[config.mk]
export PLATFORM = sky130hd
export DESIGN_NAME = hazard_ctrl
export DESIGN_NICKNAME = d
export VERILOG_FILES = /design/src/rtl/hazard_ctrl.sv
export SDC_FILE = /design/constraint.sdc
export NUM_CORES = 1
export LEC_CHECK = 0
export CAP_MARGIN = 30
export CELL_PAD_IN_SITES_DETAIL_PLACEMENT = 1
export CELL_PAD_IN_SITES_GLOBAL_PLACEMENT = 2
export CORE_MARGIN = 1.5
export CORE_UTILIZATION = 30
export DETAILED_ROUTE_END_ITERATION = 12
export PLACE_DENSITY = 0.75
export REMOVE_ABC_BUFFERS = 1
export SLEW_MARGIN = 20
export SYNTH_ARGS = -nofsm -noshare
export SYNTH_HDL_FRONTEND = slang
export SYNTH_SLANG_ARGS = --single-unit
[constraint.sdc]
create_clock -name clk -period 6.19 [get_ports clk]
set_clock_uncertainty 0.2 [all_clocks]
set_input_delay 1.857 -clock clk [delete_from_list [all_inputs] [get_ports clk]]
set_output_delay 1.857 -clock clk [all_outputs]
set_load 0.02 [all_outputs]
[src/rtl/hazard_ctrl.sv]
// Pipeline hazard controller: load-use and mult/div interlocks, operand
// forwarding selects from a three-stage destination scoreboard, and a stall counter.
module hazard_ctrl #(
  parameter int unsigned MULDIV_LAT = 32
) (
  input  logic        clk,
  input  logic        rst,
  input  logic        id_valid,
  input  logic [4:0]  id_rs,
  input  logic [4:0]  id_rt,
  input  logic [4:0]  id_rd,
  input  logic        id_we,
  input  logic        id_is_load,
  input  logic        id_is_muldiv,
  input  logic        id_reads_hilo,
  input  logic        ex_branch_taken,
  output logic        stall,
  output logic        issue,
  output logic        flush_ifid,
  output logic        bubble_ex,
  output logic [1:0]  fwd_a,
  output logic [1:0]  fwd_b,
  output logic        muldiv_busy,
  output logic [15:0] stall_cycles
);

  localparam int unsigned REG_W = 5;
  localparam int unsigned CNT_W = 8;
  localparam int unsigned SC_W  = 16;
  localparam logic [CNT_W-1:0] CNT_LOAD = CNT_W'(MULDIV_LAT - 1);
  localparam logic [SC_W-1:0]  SC_MAX   = {SC_W{1'b1}};

  localparam logic [1:0] FWD_RF  = 2'b00;
  localparam logic [1:0] FWD_EX  = 2'b01;
  localparam logic [1:0] FWD_MEM = 2'b10;
  localparam logic [1:0] FWD_WB  = 2'b11;

  typedef struct packed {
    logic             valid;
    logic [REG_W-1:0] rd;
    logic             load;
  } sb_entry_t;

  typedef enum logic {
    IDLE = 1'b0,
    BUSY = 1'b1
  } state_t;

  sb_entry_t ex_q, mem_q, wb_q;
  sb_entry_t ex_d;
  state_t    state_q, state_d;
  logic [CNT_W-1:0] cnt_q, cnt_d;
  logic [SC_W-1:0]  stall_cycles_q;

  logic load_use_c;
  logic muldiv_conflict_c;

  // Register 0 is hard-wired, so an entry writing it never produces a match.
  function automatic logic sb_hit(input sb_entry_t e, input logic [REG_W-1:0] r);
    return e.valid && (e.rd != REG_W'(0)) && (e.rd == r);
  endfunction

  // A load still in EX has no data yet, so it is never a forwarding source.
  function automatic logic [1:0] fwd_sel(input sb_entry_t ex, input sb_entry_t mem,
                                         input sb_entry_t wb, input logic [REG_W-1:0] r);
    logic [1:0] sel;
    sel = FWD_RF;
    if (sb_hit(ex, r) && !ex.load) begin
      sel = FWD_EX;
    end else if (sb_hit(mem, r)) begin
      sel = FWD_MEM;
    end else if (sb_hit(wb, r)) begin
      sel = FWD_WB;
    end
    return sel;
  endfunction

  // Hazard detection and pipeline control; a taken branch overrides every stall.
  always_comb begin
    load_use_c        = id_valid && ex_q.load &&
                        (sb_hit(ex_q, id_rs) || sb_hit(ex_q, id_rt));
    muldiv_conflict_c = id_valid && (id_is_muldiv || id_reads_hilo) && (state_q == BUSY);
    stall             = !ex_branch_taken && (load_use_c || muldiv_conflict_c);
    issue             = id_valid && !stall && !ex_branch_taken;
    flush_ifid        = ex_branch_taken;
    bubble_ex         = ex_branch_taken || stall;
    muldiv_busy       = (state_q == BUSY);
    stall_cycles      = stall_cycles_q;
  end

  always_comb begin
    fwd_a = FWD_RF;
    fwd_b = FWD_RF;
    if (id_valid && !stall) begin
      fwd_a = fwd_sel(ex_q, mem_q, wb_q, id_rs);
      fwd_b = fwd_sel(ex_q, mem_q, wb_q, id_rt);
    end
  end

  always_comb begin
    ex_d = '0;
    if (issue) begin
      ex_d.valid = id_we && (id_rd != REG_W'(0));
      ex_d.rd    = id_rd;
      ex_d.load  = id_is_load;
    end
  end

  // Scoreboard shifts every cycle; a held or flushed instruction leaves a bubble.
  always_ff @(posedge clk or posedge rst) begin
    if (rst) begin
      ex_q  <= '0;
      mem_q <= '0;
      wb_q  <= '0;
    end else begin
      ex_q  <= ex_d;
      mem_q <= ex_q;
      wb_q  <= mem_q;
    end
  end

  always_ff @(posedge clk or posedge rst) begin
    if (rst) begin
      state_q <= IDLE;
      cnt_q   <= '0;
    end else begin
      state_q <= state_d;
      cnt_q   <= cnt_d;
    end
  end

  // Mult/div occupancy: busy for exactly MULDIV_LAT cycles after issue.
  always_comb begin
    state_d = state_q;
    cnt_d   = cnt_q;
    case (state_q)
      IDLE: begin
        if (issue && id_is_muldiv) begin
          state_d = BUSY;
          cnt_d   = CNT_LOAD;
        end
      end
      BUSY: begin
        if (cnt_q == CNT_W'(0)) begin
          state_d = IDLE;
        end else begin
          cnt_d = cnt_q - CNT_W'(1);
        end
      end
    endcase
  end

  always_ff @(posedge clk or posedge rst) begin
    if (rst) begin
      stall_cycles_q <= '0;
    end else if (stall && (stall_cycles_q != SC_MAX)) begin
      stall_cycles_q <= stall_cycles_q + SC_W'(1);
    end
  end

endmodule

### Yosys cells after proc, flatten, opt, wreduce, memory -nomap -nowiden

Index checks and enable logic that the tools add are counted.

| storage, ports and cells | value |
|---|---|
| flip-flop bits (word level) | 44 |
| input bits | 23 |
| logic and storage cells | 71 |
| output and inout bits | 25 |

| cells by class | value |
|---|---|
| eq/ne operators | 9 |
| add/sub/neg operators | 2 |
| bitwise gates (word level) | 1 |
| muxes and demuxes | 15 |
| reduce and logical (&&, ||, !) cells | 34 |

Operators with widths:

| operator | count |
|---|---|
| 5-bit == test | 6 |
| 1-bit logical AND | 21 |
| 5-bit nonzero test | 4 |
| 16-bit by 1-bit adder with 16-bit output (second input constant) | 1 |
| 2-bit two-way mux | 8 |
| 8-bit two-way mux | 2 |
| 16-bit != test (second input constant) | 1 |
| 8-bit one-hot mux with 2 select lines | 1 |
| 8-bit zero test | 1 |
| 8-bit by 1-bit subtractor with 8-bit output (second input constant) | 1 |
| 7-bit two-way mux | 1 |
| 1-bit logical OR | 4 |
| 2-bit != test (second input constant) | 2 |
| 1-bit zero test | 3 |
| 1-bit two-way mux | 2 |
| 1-bit one-hot mux with 2 select lines | 1 |
| 2-bit AND reduction | 1 |
| 1-bit NOT | 1 |

### Logic depth before layout (Yosys ltp)

Gate-level depths: netlist of the first run.

| depth | value |
|---|---|
| depth after elaboration | 13 |
| mapped depth | 8 |

### Worst setup path before layout of the first run

No wires, ideal clock.

| timing | value |
|---|---|
| path kind | input -> output |
| start | input port id_rt[3] |
| end | output port fwd_a[1] |
| stages on the path | 7 |
| path slack | 1.015 ns |
| buffers on the path | 0 |
| data arrival time | 3.118 ns |
| path through | xor2_1 -> nor3_1 -> nand3_2 -> a21oi_4 -> nor2_1 -> o21ai_0 -> nor3_1 |

| on the way | value |
|---|---|
| longest elaborated chain between the ends | 9 |

Ends and longest elaborated chain:

| element | RTL line | source |
|---|---|---|
| start: declaration | 10 | `input logic [4:0] id_rt,` |
| 5-bit == test | 60 | `return e.valid && (e.rd != REG_W'(0)) && (e.rd == r);` |
| 1-bit logical AND | 60 |  |
| 1-bit logical OR | 81 | `(sb_hit(ex_q, id_rs) \|\| sb_hit(ex_q, id_rt));` |
| 1-bit logical AND | 80 | `load_use_c = id_valid && ex_q.load &&` |
| 1-bit logical OR | 83 | `stall = !ex_branch_taken && (load_use_c \|\| muldiv_conflict_c);` |
| 1-bit logical AND | 83 |  |
| 1-bit zero test | 94 | `if (id_valid && !stall) begin` |
| 1-bit logical AND | 94 |  |
| 2-bit two-way mux | 94 |  |
| end: declaration | 21 | `output logic [1:0] fwd_a,` |

Every way passes these cells.

### Worst setup path in the final report of the first run

| timing | value |
|---|---|
| start | input port id_rt[0] |
| end | output port fwd_a[1] |

The elaborated chain is that of the path after synthesis.

==> results of run 1 <==
layer usage:
| layer | vias up | GRT usage [%] | routed length, µm |
|---|---|---|---|
| li1 | 853 | - | - |
| met1 | 866 | 18.0 | 2550 |
| met2 | 22 | 24.4 | 2660 |
| met3 | 6 | 2.96 | 100 |
| met4 | 0 | 3.97 | 70 |
| met5 | - | 0 | 0 |
placed cells by master, fill, tap and decap left out, drive strengths merged, types with 2 or more instances in the layout:
master          n
dfrtp          44
or3             3
nor2            8
nor4            3
nor3           14
a31o            5
inv             2
nand2          12
nand3          14
a21oi           4
xnor2          35
clkbuf          5
and3            5
nand2b          4
o31ai           2
mux2            3
nand4           6
and2            7
bufinv          2
clkdlybuf4s50  46
o21ai           4
o21a            2
buf            12
xor2           12
or4             3
ha              2
stage by stage:
stage | worst slack [ns] | cell area (µm²) | power, mW | instances | hold slack [ns]
after floorplan | 1.02 | 2230 | 0.567 | 203 | 0.148
after detailed placement | 0.144 | 2920 | 0.691 | 361 | 0.167
after CTS | 0.129 | 3050 | 0.950 | 368 | 0.187
after global placement | 0.158 | 2920 | 0.687 | 361 | 0.163
final | 0.136 | 3050 | 0.935 | 368 | 0.184
after global routing | 0.0144 | 3050 | 0.998 | 368 | 0.198
where the power goes:
group / switching [mW] / total, mW / internal, mW
logic: 0.132 / 0.276 / 0.144
clock network: 0.0947 / 0.254 / 0.159
registers: 0.0657 / 0.406 / 0.340
worst max-delay path, delay by kind of cell:
family                    cells  cell delay (ns)
buffers and inverters         3             1.31
xor gates and xnor gates      1             0.19
AOI/OAI and AO/OA             2             0.15
and+or+nand+nor               4             0.49
state kept, by name (all words and copies together), names as in the netlist:
signal,cells
cnt_q,8
ex_q,7
mem_q,6
muldiv_busy,1
stall_cycles,16
wb_q,6
logic make-up (layout without fill, tap and decap cells):
group / after synthesis / count (layout) / synth area share [%]
adders and majority gates: 2 / 2 / 1.10
AOI/OAI and AO/OA: 21 / 21 / 7.38
buffers and inverters: 8 / 69 / 2.20
DFF: 44 / 44 / 48.4
and+or+nand+nor: 83 / 83 / 21.1
muxes: 3 / 3 / 1.65
xor gates and xnor gates: 47 / 47 / 18.1
cell type report:
| class | count | share of cell area, % |
|---|---|---|
| Inverter | 3 | 0.369 |
| Tap cell | 99 | 4.06 |
| Clock buffer | 5 | 2.26 |
| Sequential cell | 44 | 36.1 |
| Timing Repair Buffer | 59 | 18.5 |
| Clock inverter | 2 | 1.97 |
| Multi-Input combinational cell | 156 | 36.8 |
final timing paths:
| path | endpoint | start |
|---|---|---|
| worst min register to register | wb_q[6]$_DFF_PP0_ | mem_q[6]$_DFF_PP0_ |
| worst min-delay path | wb_q[6]$_DFF_PP0_ | mem_q[6]$_DFF_PP0_ |
| worst max register to register | stall_cycles[14]$_DFFE_PP0P_ | ex_q[3]$_DFF_PP0_ |
| worst max-delay path | fwd_a[1] | id_rt[0] |
| max in group asynchronous | cnt_q[0]$_DFFE_PP0P_ | rst |
| min in group asynchronous | cnt_q[5]$_DFFE_PP0P_ | rst |
what timing repair did:
item / 4_1_cts / 5_1_grt
endpoints found under the setup margin: 0 / 1
endpoints found under the hold margin: 0 / 0
resized for setup: 0 / 1
==> impl_metrics.csv, run 1 <==
group,metric,value,unit
outcome,status,"completed",
critical_path,crit_required,4.13,ns
timing,setup_violations,0,
timing,fmax,0.165,GHz
logic_synthesis,yosys.area.top_type,"dfrtp_1",
power,ir_drop,0.159,mV
power,power.leakage,1.25,nW
floorplanning,dieArea,8110,µm²
floorplanning,die_height,90.1,µm
global_routing,track_usage,14.2,%
clock_tree,cts.clk_slew.worst_paths,0.08,ns
timing,fin_crit,6.05,ns
timing,slew_violations,0,
detailed_routing,routedWlPerCell,14.6,µm
timing,rsz0062_at_grt,"false",
logic_synthesis,seq_area_frac_synth,48.4,%
timing,tns,0,ns
global_routing,grt_max_degree,45,
detailed_routing,vias_per_cell,4.75,
timing,hold_viol_final,0,
floorplanning,die_w,90.1,µm
critical_path,crit_fanout,4,
detailed_routing,vias,1747,
critical_path,path_cells,"clkdlybuf4s50_1, xor2_1, nor3_1, nand3_2, a21oi_4, nor2_1, o21ai_0, buf_4, nor3_1, clkdlybuf4s50_1",
logic_synthesis,post_synth_main_area_contributors,"dfrtp_1 (48%), xnor2_1 (13%), xor2_1 (4.6%)",
power,p_per_area,307,nW/µm²
clock_tree,htree_levels,2,
clock_tree,cts.sinks,44,
floorplanning,rows,31,
place,io_buffers,47,
detailed_routing,first_pass_iters,4,
layout,fillerInstances,839,
logic_synthesis,syn_area_per_cell,10.9,µm²
detailed_routing,routed_wl,5380,µm
floorplanning,ios,48,
place,dp_hpwl,4190,µm
logic_synthesis,synth_edf_count,0,
min_path,hold_depth,0,
floorplanning,core,7290,µm²
critical_path,cpPeakStageDelay,0.63,ns
timing,max_slew.worst_pin.slew,0.563,ns
logic_synthesis,ys.warnings.count,0,
global_routing,grt_overflow,0,
clock_tree,cts_buffer_depth,2,
clock_tree,insertion_delay,0.29,ns
critical_path,rrSetupSlack,3.93,ns
floorplanning,initial_core_util,31.2,%
critical_path,critPathKind,"primary input to output port",
logic_synthesis,synth_most_common_cell,"dfrtp_1",
global_routing,antenna_found_initial,0,
global_routing,grt_pass1_vias,1827,
logic_synthesis,yosysTopAreaCellShare,48.4,%
clock_tree,cts_tree,"built",
logic_synthesis,ys_types,42,
timing,max-slew-margin-rel,62.0,%
logic_synthesis,synthFlopType,"dfrtp_1",
logic_synthesis,syn_area,2270,µm²
layout,diodes,0,
critical_path,arrival,4.00,ns
min_path,hold_path_class,"flip-flop to flip-flop",
flow_run,drv_cap,0,
layout,register_area,1100,µm²
layout,fin_util,41.8,%
clock_tree,post-cts-setup-buffers,0,
detailed_routing,drt-initial-drc-count,34,
detailed_routing,drc,0,
critical_path,cp_slowest_cell,"clkdlybuf4s50_1",
critical_path,worstSetupStartpointType,"primary input",
layout,drive_gt1_share,11.9,%
layout,layout.nets,294,
logic_synthesis,ys_ff_latch,44,
detailed_routing,postRouteAntennaNets,0,
timing,fin_crit_sh,97.8,%
clock_tree,cts_hold_buf,0,
logic_synthesis,synthArstFlopShare,100,%
layout,syn_to_final_growth,34.2,%
critical_path,ff2ff_path_depth,8,
clock_tree,cts_root_buf,"clkbuf_8",
layout,multiInputGateArea,1120,µm²
logic_synthesis,synth.top_cells.by_count,"dfrtp_1 (44), xnor2_1 (35), nand3_1 (12), nor3_1 (12), xor2_1 (12)",
clock_tree,cts_buffers,5,
logic_synthesis,synthCells,208,
critical_path,critPathCaptureType,"output port",
place,gp_congestion,0.837,
global_routing,grt_pass1_wl,9140,µm
No activity file was read; power rests on OpenSTA's default activity.
==> run 2: changes to the inputs <==
==> constraint.sdc (replaced) <==
create_clock -name clk -period 6.19 [get_ports clk]
set_clock_uncertainty 0.2 [all_clocks]
set_input_delay 1.857 -clock clk [delete_from_list [all_inputs] [get_ports clk]]
set_output_delay 1.857 -clock clk [all_outputs]
set_load 0.1 [all_outputs]
==> impl_metrics.csv, run 2 (synthesis gave the netlist of run 1 again) <==
group,metric,value,unit
detailed_routing,first_pass_iters,4,
timing,fin_crit,5.95,ns
critical_path,cp_common_cell,"nor3_1",
timing,fin_crit_sh,96.1,%
power,power,1.05,mW
clock_tree,cts.clk_slew.worst_paths,0.09,ns
timing,slew_violations,0,
power,comb_power_share,39.9,%
clock_tree,cts_root_buf,"clkbuf_8",
global_routing,grt_pass1_vias,1858,
layout,mostFrequentLayoutCells,"dfrtp_1 (44), clkdlybuf4s50_1 (39), xnor2_1 (35)",
critical_path,rrSetupSlack,3.81,ns
flow_run,drv_cap,0,
critical_path,r2r_end,"cnt_q[5]$_DFFE_PP0P_",
clock_tree,cts.sinks,44,
critical_path,worstReg2RegStart,"cnt_q[0]$_DFFE_PP0P_",
floorplanning,rows,31,
critical_path,crit_cells,9,
clock_tree,insertion_delay,0.30,ns
timing,rsz0062_at_grt,"false",
critical_path,endpoint,"fwd_a[1]",
timing,max-slew-margin-rel,34.5,%
detailed_routing,postRouteAntennaNets,0,
layout,fillerInstances,838,
outcome,status,"completed",
global_routing,track_usage,14.9,%
layout,diodes,0,
power,seq_power_share,38.8,%
floorplanning,die_w,90.1,µm
layout,layout.nets,284,
floorplanning,core,7290,µm²
floorplanning,ios,48,
critical_path,cp.buffers_inverters,2,
place,io_buffers,47,
power,ir_drop,0.346,mV
detailed_routing,vias,1708,
clock_tree,post-cts-setup-buffers,0,
detailed_routing,drc,0,
critical_path,worstSetupStartpointType,"primary input",
power,switching_power,447,µW
critical_path,crit_required,4.13,ns
critical_path,cpPeakStageDelay,0.58,ns
critical_path,crit_fanout,5,
power,power.leakage,1.21,nW
min_path,hold_path_class,"flip-flop to flip-flop",
layout,multiInputGateArea,1120,µm²
clock_tree,htree_levels,2,
critical_path,arrival,3.89,ns
clock_tree,cts_buffers,5,
place,placed_area,2910,µm²
layout,layout_commonest_cell,"dfrtp_1",
timing,hold_viol_final,0,
critical_path,cp_slowest_cell,"clkdlybuf4s50_1",
layout,final_area,3020,µm²
layout,largest_reg_flops,16,
timing,max_slew.worst_pin.slew,0.980,ns
layout,drive_gt1_share,11.9,%
critical_path,critical_path.top_delay_family,"buffers and inverters",
detailed_routing,drt-initial-drc-count,35,
floorplanning,initial_core_util,31.2,%
floorplanning,dieArea,8110,µm²
power,p_int,602,µW
timing,fmax,0.168,GHz
power,switching_share,42.6,%
layout,syn_to_final_growth,33.0,%
critical_path,critPathKind,"primary input to output port",
timing,setup_violations,0,
global_routing,grt_max_degree,45,
timing,fin_ws,0.244,ns
place,place_ws,0.0942,ns
power,p_per_area,347,nW/µm²
critical_path,path_cells,"clkdlybuf4s50_1, xor2_1, nor3_1, nand3_2, a21oi_4, nor2_1, o21ai_1, nor3_1, buf_12",
place,gp_congestion,0.727,
power,p_clk_share,21.3,%
clock_tree,cts_tree,"built",
floorplanning,die_height,90.1,µm
layout,register_area,1100,µm²
detailed_routing,routed_wl,5500,µm
global_routing,antenna_found_initial,0,
critical_path,ff2ff_path_depth,8,
clock_tree,cts_buffer_depth,2,
place,dp_hpwl,4270,µm
detailed_routing,vias_per_cell,4.76,
critical_path,cp-startpoint,"id_rt[4]",
global_routing,grt_overflow,0,
global_routing,grt_pass1_wl,9600,µm
detailed_routing,routedWlPerCell,15.3,µm
critical_path,critPathCaptureType,"output port",
run 2: cell types whose count changed in the layout (fill, tap and decap cells not counted):
| cell | change |
|---|---|
| clkinvlp_4 | +1 |
| buf_12 | +7 |
| dlymetal6s2s_1 | -1 |
| o21ai_1 | +1 |
| o21ai_0 | -1 |
| clkinv_2 | +1 |
| buf_4 | -9 |
| clkdlybuf4s50_1 | -7 |
| bufinv_16 | -1 |
run 2: area by class of cell:
type                            instances  area share, %
Multi-Input combinational cell        156           37.1
Timing Repair Buffer                   49           18.3
Clock buffer                            5           2.28
Clock inverter                          3           1.41
Tap cell                               99           4.10
Sequential cell                        44           36.4
Inverter                                3          0.373
run 2: worst min path at each step:
stage,endpoint,slack [ns],from,cells after the start
5_1_grt,wb_q[6]$_DFF_PP0_,0.22,mem_q[6]$_DFF_PP0_,0
3_5_place_dp,wb_q[6]$_DFF_PP0_,0.17,mem_q[6]$_DFF_PP0_,0
3_3_place_gp,wb_q[6]$_DFF_PP0_,0.17,mem_q[6]$_DFF_PP0_,0
4_1_cts,wb_q[6]$_DFF_PP0_,0.20,mem_q[6]$_DFF_PP0_,0
6_report,wb_q[6]$_DFF_PP0_,0.19,mem_q[6]$_DFF_PP0_,0
2_1_floorplan,wb_q[6]$_DFF_PP0_,0.15,mem_q[6]$_DFF_PP0_,0
run 2: per-stage QoR:
step	TNS, ns	instances	hold slack (ns)	utilization (%)
floorplan	-1.08	203	0.148	-
CTS	0	359	0.196	41.5
global placement	0	351	0.173	39.9
finish	0	359	0.195	41.5
global route	0	359	0.216	41.5
detailed placement	0	351	0.174	39.9
run 2: repair_timing:
action	CTS	global route
endpoints found under the setup margin	0	4
endpoints found under the hold margin	0	0
resized for setup	0	1
hold buffers	0	0
run 2: power by group through the flow:
stage,logic (mW),clock network [mW],registers (mW)
detailed placement,0.424,0,0.411
floorplan,0.165,0,0.535
CTS,0.424,0.232,0.407
global route,0.448,0.244,0.418
global placement,0.411,0,0.411
finish,0.418,0.223,0.408
run 2: metal layers:
metal / vias to the layer above / track usage [%] / wire [µm]
met5: - / 0 / 0
met4: 0 / 4.37 / 57
met3: 4 / 3.13 / 147
met2: 27 / 26.3 / 2870
met1: 843 / 18.2 / 2430
li1: 834 / - / -
==> run 3: changes to the inputs <==
--- a/config.mk
+++ b/config.mk
@@ -8,10 +8,11 @@
 export CAP_MARGIN = 30
 export CELL_PAD_IN_SITES_DETAIL_PLACEMENT = 1
 export CELL_PAD_IN_SITES_GLOBAL_PLACEMENT = 2
+export CORE_ASPECT_RATIO = 1.5
 export CORE_MARGIN = 1.5
-export CORE_UTILIZATION = 30
+export CORE_UTILIZATION = 25
 export DETAILED_ROUTE_END_ITERATION = 12
-export PLACE_DENSITY = 0.75
+export PLACE_DENSITY = 0.65
 export REMOVE_ABC_BUFFERS = 1
 export SLEW_MARGIN = 20
 export SYNTH_ARGS = -nofsm -noshare
==> impl_metrics.csv, run 3 (synthesis gave the netlist of run 1 again) <==
group,metric,value,unit
timing,slew_violations,0,
detailed_routing,first_pass_iters,4,
power,switching_share,40.8,%
clock_tree,cts_buffer_depth,2,
clock_tree,cts_tree,"built",
global_routing,grt_pass1_wl,9450,µm
power,p_clk_share,24.6,%
clock_tree,cts_root_buf,"clkbuf_16",
outcome,status,"completed",
detailed_routing,vias,1729,
detailed_routing,routedWlPerCell,15.3,µm
floorplanning,rows,42,
global_routing,antenna_found_initial,0,
min_path,hold_start,"mem_q[6]$_DFF_PP0_",
layout,largest_reg_flops,16,
layout,drive_gt1_share,12.2,%
detailed_routing,drt-initial-drc-count,41,
critical_path,r2r_end,"stall_cycles[14]$_DFFE_PP0P_",
clock_tree,htree_levels,2,
detailed_routing,vias_per_cell,4.65,
critical_path,cp_slowest_cell,"clkdlybuf4s50_1",
clock_tree,cts_buffers,5,
floorplanning,core,8830,µm²
layout,mostFrequentLayoutCells,"dfrtp_1 (44), clkdlybuf4s50_1 (39), xnor2_1 (35)",
layout,syn_to_final_growth,35.9,%
power,seq_power_share,37.3,%
timing,setup_violations,0,
critical_path,cp-startpoint,"id_rt[4]",
layout,layout_commonest_cell,"dfrtp_1",
detailed_routing,routed_wl,5690,µm
place,place_ws,0.206,ns
timing,fmax,0.168,GHz
critical_path,cp_common_cell,"nor3_1",
clock_tree,cts_hold_buf,0,
layout,register_area,1100,µm²
clock_tree,cts.clk_slew.worst_paths,0.06,ns
layout,diodes,0,
layout,final_area,3090,µm²
global_routing,track_usage,12.8,%
critical_path,rrSetupSlack,3.95,ns
timing,max-slew-margin-rel,34.3,%
timing,max_slew.worst_pin.slew,0.982,ns
power,p_int,645,µW
global_routing,grt_max_degree,45,
critical_path,crit_required,4.13,ns
global_routing,grt_pass1_vias,1848,
critical_path,ff2ff_path_depth,7,
clock_tree,insertion_delay,0.29,ns
critical_path,cpPeakStageDelay,0.55,ns
floorplanning,die_height,120,µm
detailed_routing,postRouteAntennaNets,0,
critical_path,cp.buffers_inverters,3,
min_path,hold_depth,0,
clock_tree,cts.sinks,44,
power,switching_power,444,µW
floorplanning,ios,48,
layout,layout.nets,286,
place,dp_hpwl,4430,µm
clock_tree,ctsResizeCount,0,
timing,fin_crit_sh,96.1,%
detailed_routing,drc,0,
timing,rsz0062_at_grt,"false",
critical_path,critPathCaptureType,"output port",
floorplanning,die_w,80.9,µm
min_path,hold_path_class,"flip-flop to flip-flop",
power,ir_drop,0.350,mV
timing,fin_ws,0.243,ns
place,io_buffers,47,
critical_path,arrival,3.89,ns
timing,fin_crit,5.95,ns
critical_path,critical_path.top_delay_family,"buffers and inverters",
place,placed_area,2940,µm²
layout,multiInputGateArea,1120,µm²
place,gp_congestion,0.735,
layout,fin_util,35.0,%
critical_path,path_cells,"clkdlybuf4s50_1, xor2_1, nor3_1, nand3_2, a21oi_4, nor2_1, o21ai_0, buf_4, nor3_1, buf_12",
global_routing,grt_overflow,0,
power,power,1.09,mW
critical_path,worstReg2RegStart,"ex_q[4]$_DFF_PP0_",
floorplanning,dieArea,9690,µm²
power,p_per_area,352,nW/µm²
critical_path,crit_fanout,5,
flow_run,drv_cap,0,
clock_tree,post-cts-setup-buffers,0,
power,comb_power_share,38.1,%
min_path,whs_endpoint,"wb_q[6]$_DFF_PP0_",
layout,fillerInstances,988,
critical_path,critPathKind,"primary input to output port",
floorplanning,initial_core_util,25.8,%
critical_path,worstSetupStartpointType,"primary input",
timing,tns,0,ns
power,power.leakage,1.23,nW
timing,hold_viol_final,0,
==> run 3: cell count changes in the layout (fill, tap and decap cells not counted) <==
cell and change:
o21ai_0 +1, clkbuf_1 +1, o21ai_1 -1, clkinv_2 -1
clkbuf_16 +5, clkbuf_8 -4, buf_4 +2, bufinv_16 -1
==> run 3: layout make-up <==
| cell class | count | share of cell area (%) |
|---|---|---|
| clock buffers | 7 | 4.62 |
| clock inverters | 1 | 0.243 |
| inverters | 3 | 0.364 |
| multi-input cells | 156 | 36.3 |
| flip-flops and latches | 44 | 35.6 |
| well taps | 110 | 4.45 |
| repair buffers | 51 | 18.4 |
==> run 3: metal layers <==
layer	global-route usage (%)	vias to the layer above	part of all wire (%)
met5	0	-	0
met3	3.88	5	7.0
met4	3.23	0	0.95
met1	14.4	847	39
li1	-	834	-
met2	22.8	43	53
==> run 3: worst register-to-register path: stages (launching register included) <==
cell and delay [ns]:
dfrtp_1 0.43, xor2_1 0.18, nor3_1 0.24, nand3_2 0.14
a21oi_4 0.24, nor2_1 0.11, nor4b_2 0.24, mux2_1 0.34
==> run 3: worst max-delay path by stage <==
stage	to	slack, ns	cells after the start
after floorplan	fwd_a[1]	-0.54	7
after global placement	fwd_b[1]	0.22	10
after detailed placement	fwd_a[1]	0.21	10
after CTS	fwd_a[1]	0.20	10
after global routing	fwd_a[1]	0.04	10
final	fwd_a[1]	0.24	10
==> run 3: through the flow <==
step	hold slack [ns]	cells
floorplan	0.148	203
global placement	0.162	364
detailed placement	0.183	364
CTS	0.196	372
global route	0.205	372
finish	0.198	372
==> run 3: power by group through the flow <==
stage               logic (mW)  clock network [mW]  registers, mW
floorplan                0.165                   0          0.535
detailed placement       0.420                   0          0.411
finish                   0.415               0.267          0.406
global placement         0.415                   0          0.411
global route             0.444               0.288          0.416
CTS                      0.421               0.275          0.408
